[config.mk]
export PLATFORM = sky130hd
export DESIGN_NAME = pipe_ctrl
export DESIGN_NICKNAME = d
export VERILOG_FILES = /design/src/rtl/pipe_ctrl_pkg.sv /design/src/rtl/pipe_hazard_detect.sv /design/src/rtl/pipe_ctrl.sv
export SDC_FILE = /design/constraint.sdc
export NUM_CORES = 1
export LEC_CHECK = 0
export BUFFER_PORTS_ARGS = -buffer_cell sky130_fd_sc_hd__buf_4
export CAP_MARGIN = 15
export CORE_AREA = 2 2 39 41
export CTS_CLUSTER_DIAMETER = 100
export DETAILED_ROUTE_END_ITERATION = 7
export DIE_AREA = 0 0 41 43
export HOLD_SLACK_MARGIN = 0.12
export SETUP_SLACK_MARGIN = 0.02
export SLEW_MARGIN = 20
export SYNTH_ARGS = -nofsm -noshare
export SYNTH_HDL_FRONTEND = slang
export SYNTH_SLANG_ARGS = --single-unit
[constraint.sdc]
create_clock -name clk -period 1.69 [get_ports clk]
set_input_delay 0.338 -clock clk [delete_from_list [all_inputs] [get_ports clk]]
set_output_delay 0.338 -clock clk [all_outputs]
set_load 0.02 [all_outputs]
[src/rtl/pipe_ctrl_pkg.sv]
// pipe_ctrl_pkg: shared state encoding and NOP bubble constants for the pipeline controller
package pipe_ctrl_pkg;

    localparam int STATE_W = 2;

    typedef enum logic [STATE_W-1:0] {
        RUN        = 2'd0,
        LOAD_STALL = 2'd1,
        FLUSH      = 2'd2,
        HOLD       = 2'd3
    } state_e;

    // Contents a bubbled pipeline register (regD/regE/regM/regW) is loaded with
    typedef struct packed {
        logic        commit;
        logic        reg_wen;
        logic [31:0] info;
    } nop_t;

    localparam nop_t NOP = '{commit: 1'b0, reg_wen: 1'b0, info: 32'd0};

endpackage

[src/rtl/pipe_hazard_detect.sv]
// pipe_hazard_detect: combinational load-use compare between decode sources and the execute-stage load
module pipe_hazard_detect (
    input  logic       is_load_i,
    input  logic       reg_wen_i,
    input  logic [4:0] rd_i,
    input  logic [4:0] rs1_i,
    input  logic [4:0] rs2_i,
    input  logic       rs1_used_i,
    input  logic       rs2_used_i,
    output logic       hazard_o
);

    // x0 is never written, so a load targeting it cannot create a dependency
    assign hazard_o = is_load_i & reg_wen_i & (rd_i != 5'd0) &
                      ((rs1_used_i & (rs1_i == rd_i)) | (rs2_used_i & (rs2_i == rd_i)));

endmodule

[src/rtl/pipe_ctrl.sv]
// pipe_ctrl: stall/flush sequencer for regD/regE/regM/regW; PIPE_CTRL_PERF_EN adds stall/flush cycle counters
module pipe_ctrl
    import pipe_ctrl_pkg::*;
#(
    parameter int LOAD_USE_BUBBLES = 1,
    parameter int FLUSH_EXTRA      = 1
) (
    input  logic               clk,
    input  logic               rst,
    input  logic [4:0]         decode_i_rs1,
    input  logic [4:0]         decode_i_rs2,
    input  logic               decode_i_rs1_used,
    input  logic               decode_i_rs2_used,
    input  logic [4:0]         regE_i_rd,
    input  logic               regE_i_reg_wen,
    input  logic               regE_i_is_load,
    input  logic               execute_i_redirect,
    input  logic               execute_i_busy,
    input  logic               mem_i_busy,
    output logic               ctrl_o_pc_stall,
    output logic               ctrl_o_regD_stall,
    output logic               ctrl_o_regD_bubble,
    output logic               ctrl_o_regE_stall,
    output logic               ctrl_o_regE_bubble,
    output logic               ctrl_o_regM_stall,
    output logic               ctrl_o_regM_bubble,
    output logic               ctrl_o_regW_bubble,
    output logic [STATE_W-1:0] ctrl_o_state
`ifdef PIPE_CTRL_PERF_EN
    ,
    output logic [31:0]        ctrl_o_stall_cnt,
    output logic [31:0]        ctrl_o_flush_cnt
`endif
);

    localparam int MAX_CNT = (LOAD_USE_BUBBLES > FLUSH_EXTRA) ? LOAD_USE_BUBBLES : FLUSH_EXTRA;
    localparam int CW      = $clog2(MAX_CNT + 1);
    localparam int LS_INIT = (LOAD_USE_BUBBLES > 1) ? LOAD_USE_BUBBLES - 2 : 0;
    localparam int FL_INIT = (FLUSH_EXTRA > 0) ? FLUSH_EXTRA - 1 : 0;

    state_e        state_q, state_d;
    logic [CW-1:0] cnt_q, cnt_d;
    logic          pend_q, pend_d;
    logic          hazard;
    logic          pc_s, d_s, d_b, e_s, e_b, m_s, m_b, w_b;

    pipe_hazard_detect u_hazard (
        .is_load_i  (regE_i_is_load),
        .reg_wen_i  (regE_i_reg_wen),
        .rd_i       (regE_i_rd),
        .rs1_i      (decode_i_rs1),
        .rs2_i      (decode_i_rs2),
        .rs1_used_i (decode_i_rs1_used),
        .rs2_used_i (decode_i_rs2_used),
        .hazard_o   (hazard)
    );

    // Next state and controls by priority: mem busy, execute busy, redirect, then per-state work
    always_comb begin
        state_d = state_q;
        cnt_d   = cnt_q;
        pend_d  = pend_q;
        pc_s    = 1'b0;
        d_s     = 1'b0;
        d_b     = 1'b0;
        e_s     = 1'b0;
        e_b     = 1'b0;
        m_s     = 1'b0;
        m_b     = 1'b0;
        w_b     = 1'b0;
        if (rst) begin
            state_d = RUN;
            cnt_d   = '0;
            pend_d  = 1'b0;
        end else if (mem_i_busy || execute_i_busy) begin
            pc_s    = 1'b1;
            d_s     = 1'b1;
            e_s     = 1'b1;
            m_s     = mem_i_busy;
            w_b     = mem_i_busy;
            m_b     = !mem_i_busy;
            pend_d  = pend_q | execute_i_redirect;
            state_d = HOLD;
        end else if (execute_i_redirect || pend_q) begin
            d_b     = 1'b1;
            e_b     = 1'b1;
            pend_d  = 1'b0;
            cnt_d   = CW'(FL_INIT);
            state_d = (FLUSH_EXTRA > 0) ? FLUSH : RUN;
        end else begin
            case (state_q)
                FLUSH: begin
                    d_b     = 1'b1;
                    cnt_d   = (cnt_q == '0) ? cnt_q : cnt_q - 1'b1;
                    state_d = (cnt_q == '0) ? RUN : FLUSH;
                end
                LOAD_STALL: begin
                    pc_s    = 1'b1;
                    d_s     = 1'b1;
                    e_b     = 1'b1;
                    cnt_d   = (cnt_q == '0) ? cnt_q : cnt_q - 1'b1;
                    state_d = (cnt_q == '0) ? RUN : LOAD_STALL;
                end
                default: begin
                    pc_s    = hazard;
                    d_s     = hazard;
                    e_b     = hazard;
                    cnt_d   = hazard ? CW'(LS_INIT) : cnt_q;
                    state_d = (hazard && LOAD_USE_BUBBLES > 1) ? LOAD_STALL : RUN;
                end
            endcase
        end
    end

    // State, counter and pending-redirect registers
    always_ff @(posedge clk) begin
        if (rst) begin
            state_q <= RUN;
            cnt_q   <= '0;
            pend_q  <= 1'b0;
        end else begin
            state_q <= state_d;
            cnt_q   <= cnt_d;
            pend_q  <= pend_d;
        end
    end

    assign ctrl_o_pc_stall    = pc_s;
    assign ctrl_o_regD_stall  = d_s & ~d_b;
    assign ctrl_o_regD_bubble = d_b;
    assign ctrl_o_regE_stall  = e_s & ~e_b;
    assign ctrl_o_regE_bubble = e_b;
    assign ctrl_o_regM_stall  = m_s & ~m_b;
    assign ctrl_o_regM_bubble = m_b;
    assign ctrl_o_regW_bubble = w_b;
    assign ctrl_o_state       = state_q;

    // A register is never told to hold and load a NOP in the same cycle
    always_ff @(posedge clk) begin
        if (!rst) begin
            assert (!(ctrl_o_regD_stall && ctrl_o_regD_bubble) &&
                    !(ctrl_o_regE_stall && ctrl_o_regE_bubble) &&
                    !(ctrl_o_regM_stall && ctrl_o_regM_bubble))
                else $error("pipe_ctrl: stall and bubble both set on one register");
        end
    end

`ifdef PIPE_CTRL_PERF_EN
    logic [31:0] stall_cnt_q, flush_cnt_q;

    // Free-running cycle counters for PC stalls and regD bubbles
    always_ff @(posedge clk) begin
        if (rst) begin
            stall_cnt_q <= '0;
            flush_cnt_q <= '0;
        end else begin
            stall_cnt_q <= stall_cnt_q + {31'd0, ctrl_o_pc_stall};
            flush_cnt_q <= flush_cnt_q + {31'd0, ctrl_o_regD_bubble};
        end
    end

    assign ctrl_o_stall_cnt = stall_cnt_q;
    assign ctrl_o_flush_cnt = flush_cnt_q;
`endif

endmodule

## Word level (Yosys, flattened, before mapping)

Index checks and enable logic that the tools add are counted.

- Register bits: 4
- Input port bits: 24
- Word-level logic and storage cells: 58

- $add $sub $neg: 1
- Equality and inequality tests: 4
- Muxes and demuxes: 28
- Bitwise operators: 14
- Reduce and logical (&&, ||, !) cells: 8

Operators with widths:

| kind | count |
|---|---|
| $mux 1 | 23 |
| $eq 5x5->1 | 2 |
| $and 1x1->1 | 8 |
| $mux 2 | 3 |
| $reduce_bool 5->1 | 1 |
| $not 1->1 | 4 |
| $pmux 2 s2 | 1 |
| $reduce_bool 3->1 | 1 |
| $eq 2x1->1 const B | 1 |
| $eq 2x2->1 const B | 1 |
| $logic_or 1x1->1 | 2 |
| $or 1x1->1 | 2 |
| $pmux 1 s2 | 1 |
| $reduce_and 2->1 | 1 |
| $reduce_bool 2->1 | 1 |
| $reduce_or 2->1 | 1 |
| $logic_not 1->1 | 1 |
| $sub 1x1->1 const B | 1 |

## Longest topological paths before layout

- Word-level depth: 10
- Depth in mapped cells: 6

## Modules after synthesis

A second synthesis with hierarchy kept.

- Cell total of the unflattened synthesis: 41
- Area total of the unflattened synthesis: 339.1 um2

By module, submodules not included:

| module | times used | cells an instance | area each (um2) | seq. area each (um2) |
|---|---|---|---|---|
| pipe_ctrl | 1 | 24 | 203.9 | 60.1 |
| pipe_hazard_detect | 1 | 17 | 135.1 | 0.0 |

## Worst setup path after synthesis

OpenSTA, ideal clock, no wires.

- Path type: reg-to-output
- Start: register state_q[0], in the netlist ctrl_o_state[0]
- End: output ctrl_o_regD_stall
- Data arrival time: 1.465 ns
- Path slack: -0.113 ns
- Stages on the path, launching flop included: 7
- Path through: dfxtp_1 > inv_1 > ha_1 > nand3_1 > a21oi_1 > nand3b_1 > o21ai_1

- Cells in the longest elaborated chain, start to end: 7
- Elaborated cells on any way between the ends: 12

RTL lines:

| what | line | source |
|---|---|---|
| from (decl) | pipe_ctrl.sv:41 | `state_e state_q, state_d;` |
| from (signal assigned) | pipe_ctrl.sv:122 | `state_q <= state_d;` |
| $eq 2x2->1 | pipe_ctrl.sv:91 | `case (state_q)` |
| $mux 1 | pipe_ctrl.sv:91 |  |
| $mux 1 | pipe_ctrl.sv:84 | `end else if (execute_i_redirect \|\| pend_q) begin` |
| $mux 1 | pipe_ctrl.sv:75 | `end else if (mem_i_busy \|\| execute_i_busy) begin` |
| $mux 1 | pipe_ctrl.sv:71 | `if (rst) begin` |
| $not 1->1 | pipe_ctrl.sv:129 | `assign ctrl_o_regD_stall = d_s & ~d_b;` |
| $and 1x1->1 (*) | pipe_ctrl.sv:129 |  |
| to (decl) | pipe_ctrl.sv:21 | `output logic ctrl_o_regD_stall,` |

Every way passes the cells marked *; elsewhere a longest branch is shown, timed or not.

## Worst setup path in the final report

- Start: register state_q[0], in the netlist ctrl_o_state[0]
- End: output ctrl_o_pc_stall

- Cells in the longest elaborated chain, start to end: 5
- Elaborated cells on any way between the ends: 6

RTL lines:

| what | line | source |
|---|---|---|
| $eq 2x1->1 / $eq 2x2->1 (equally long branches) | pipe_ctrl.sv:91 |  |
| $pmux 1 s2 (*) | pipe_ctrl.sv:91 |  |
| $mux 1 (*) | pipe_ctrl.sv:84 |  |
| $mux 1 (*) | pipe_ctrl.sv:75 |  |
| $mux 1 (*) | pipe_ctrl.sv:71 |  |
| to (decl) | pipe_ctrl.sv:20 | `output logic ctrl_o_pc_stall,` |

Marked as above.

==> flow_summary.toml <==
[cells_and_area]
final_area_um2 = 793
diodes = 0
fin_util_pct = 57.3
drive_gt1_share_pct = 64.4
syn2layout_area_growth_pct = 116
final_nets = 117
final_cells = 106

[global_route]
overflow = 0
grt_pass1_vias = 446
grt_max_degree = 13
grt_pass1_wl_um = 1700
grtUsageTotal_pct = 13.5
antenna_found_initial = 0

[yosys]
synthArstFlopShare_pct = 0
synth.avg_cell_area_um2 = 7.33
yosysTopAreaCellShare_pct = 19.1
synth_edf_count = 0
ys_ff_latch = 3
yosysMostFrequentCell = "xor2_1"
synth_flop_cell = "dfxtp_1"
ys_top_cells_by_area = "xor2_1, dfxtp_1, nor2_1"
synthesis.nets = 76
synth_cell_types = 21
yosys-top-cells-count = "xor2_1, nor2_1, nor3_1"
synth_largest_area_cell = "xor2_1"
yosys_warnings = 0
netlist_instances = 50
synth-seq-area-share_pct = 16.4
synth_area_um2 = 367

[setup_path]
cp.arrival_ps = 1460
timing.rr.start = "pend_q"
endpoint_kind = "output pin"
reg2reg_depth = 2
start_kind = "flip-flop"
r2r_slack_ps = 900
worstReg2RegEnd = "ctrl_o_state[1]"
critPathKind = "reg2out"
path_max_fanout = 3
crit_required_ps = 1350

[place]
dp.cells = 102
gp_congestion = 0.630
dp_slack_ps = -117
dpl.hpwl_um = 875
place_area_um2 = 673
port_buffers = 33

[routing]
num_vias = 487
drc = 0
drt_first_pass_iters = 3
final_antenna_net_count = 0
wl_um = 1070
avgViaCountPerCell = 4.59
routedWlPerCell_um = 10.1
drt_iter0_drc = 4

[power]
peakVddDrop_uv = 415
p_leak_uw = 0.000353
power_density_nw_per_um2 = 491

[status]
status = "finished with violations"
violations = "setup timing"

[sta]
setup_viol = 3
setup_ws_ps = -104
min_period_ps = 1790
skew_ps = 1.92
fin_crit_sh_pct = 106
slew_viol_final = 0
setup_tns_ps = -248
rsz0062_at_grt = "true"
worstMarginPinSlew_ps = 346
relSlewSlack_pct = 76.8
max_freq_mhz = 558
hold_viol = 0

[clock_network]
clk_pin_slew_ps = 30
cts_htree_levels = 1
postCtsSetupBuffers = 0
cts_buffers = 3
cts_buffer_depth = 2
clockRootBuffer = "clkbuf_4"
cts_tree = "yes"
clkLatencyLatePin_ps = 230
clock_sinks = 3

[die]
die_w_um = 41
die_h_um = 43
die-area_um2 = 1760
start_util_pct = 26.5
fp.coreArea_um2 = 1380
num_rows = 14
num_io_pins = 34

[hold_path]
hold_path_depth = 2
min_to = "ctrl_o_state[1]"
worst_hold_path_type = "in2reg"
min_from = "rst"

[run]
drv_cap = 0
where the power goes:
group	switching (uW)	internal [uW]	total, uW
sequential	4.25	76.9	81.1
combinational	85.6	101	186
clock	34.3	88.3	123
timing repair:
action,4_1_cts,5_1_grt
hold buffers,0,0
setup endpoints to repair,4,4
pin swaps,5,1
gates resized for setup,15,3
worst max-delay path, cell delays in order (launching register included):
cell and delay, ps:
dfxtp_2 320, inv_2 40, ha_4 270, nand3_4 60, a21oi_4 140, nand3b_1 100, o21ai_2 160, buf_6 130
cells in the final DEF, fill, tap and decap left out, types with 2 or more instances in the layout:
master	n
xor2_1	8
ha_4	2
nor2_1	7
inv_2	2
dfxtp_2	2
nand3b_1	2
xnor2_1	2
buf_4	34
nor4_2	3
buf_6	3
nor3_1	3
clkbuf_4	3
o21ai_2	3
nor2b_1	3
a21oi_1	2
worst max path at each step:
stage | startpoint | endpoint | slack (ps) | cells after the start
2_1_floorplan | ctrl_o_state[0] | ctrl_o_regD_stall | 30 | 6
3_3_place_gp | regE_i_rd[4] | ctrl_o_regE_bubble | -90 | 6
3_5_place_dp | regE_i_rd[3] | ctrl_o_regE_bubble | -120 | 6
4_1_cts | ctrl_o_state[0] | ctrl_o_regD_stall | -120 | 7
5_1_grt | regE_i_rd[4] | ctrl_o_regD_stall | -230 | 6
6_report | ctrl_o_state[0] | ctrl_o_pc_stall | -100 | 7
registers in the layout, indices dropped and copies added (netlist names):
signal,cells
pend_q,1
ctrl_o_state,2
cell families (layout without fill, tap and decap cells):
group	count (synthesis)	after routing	synth area share, %
AND/OR/NAND/NOR	24	24	36.5
XOR/XNOR	10	10	23.9
AO/OA/AOI/OAI	8	8	13.3
flip-flops	3	3	16.4
buffers and inverters	3	43	3.07
adder cells (fa/ha/maj)	2	2	6.82
routing by layer:
| metal | wire [um] | global-route usage (%) |
|---|---|---|
| met5 | 0 | 0 |
| met4 | 0 | 2.00 |
| met3 | 89 | 3.14 |
| met2 | 592 | 23.8 |
| met1 | 388 | 16.0 |
through the flow:
stage | hold slack, ps | power (uW)
after floorplan | 484 | 153
after global placement | 567 | 239
after detailed placement | 576 | 239
after CTS | 346 | 390
after global routing | 355 | 423
final | 351 | 390
cell type report:
type	count	area, um^2
Inverter	2	7.51
Fill cell	137	591
Timing Repair Buffer	37	289
Sequential cell	3	62.6
Tap cell	16	20.0
Multi-Input combinational cell	44	388
Clock buffer	4	26.3
Note: power is estimated with default switching activity, not from simulation.
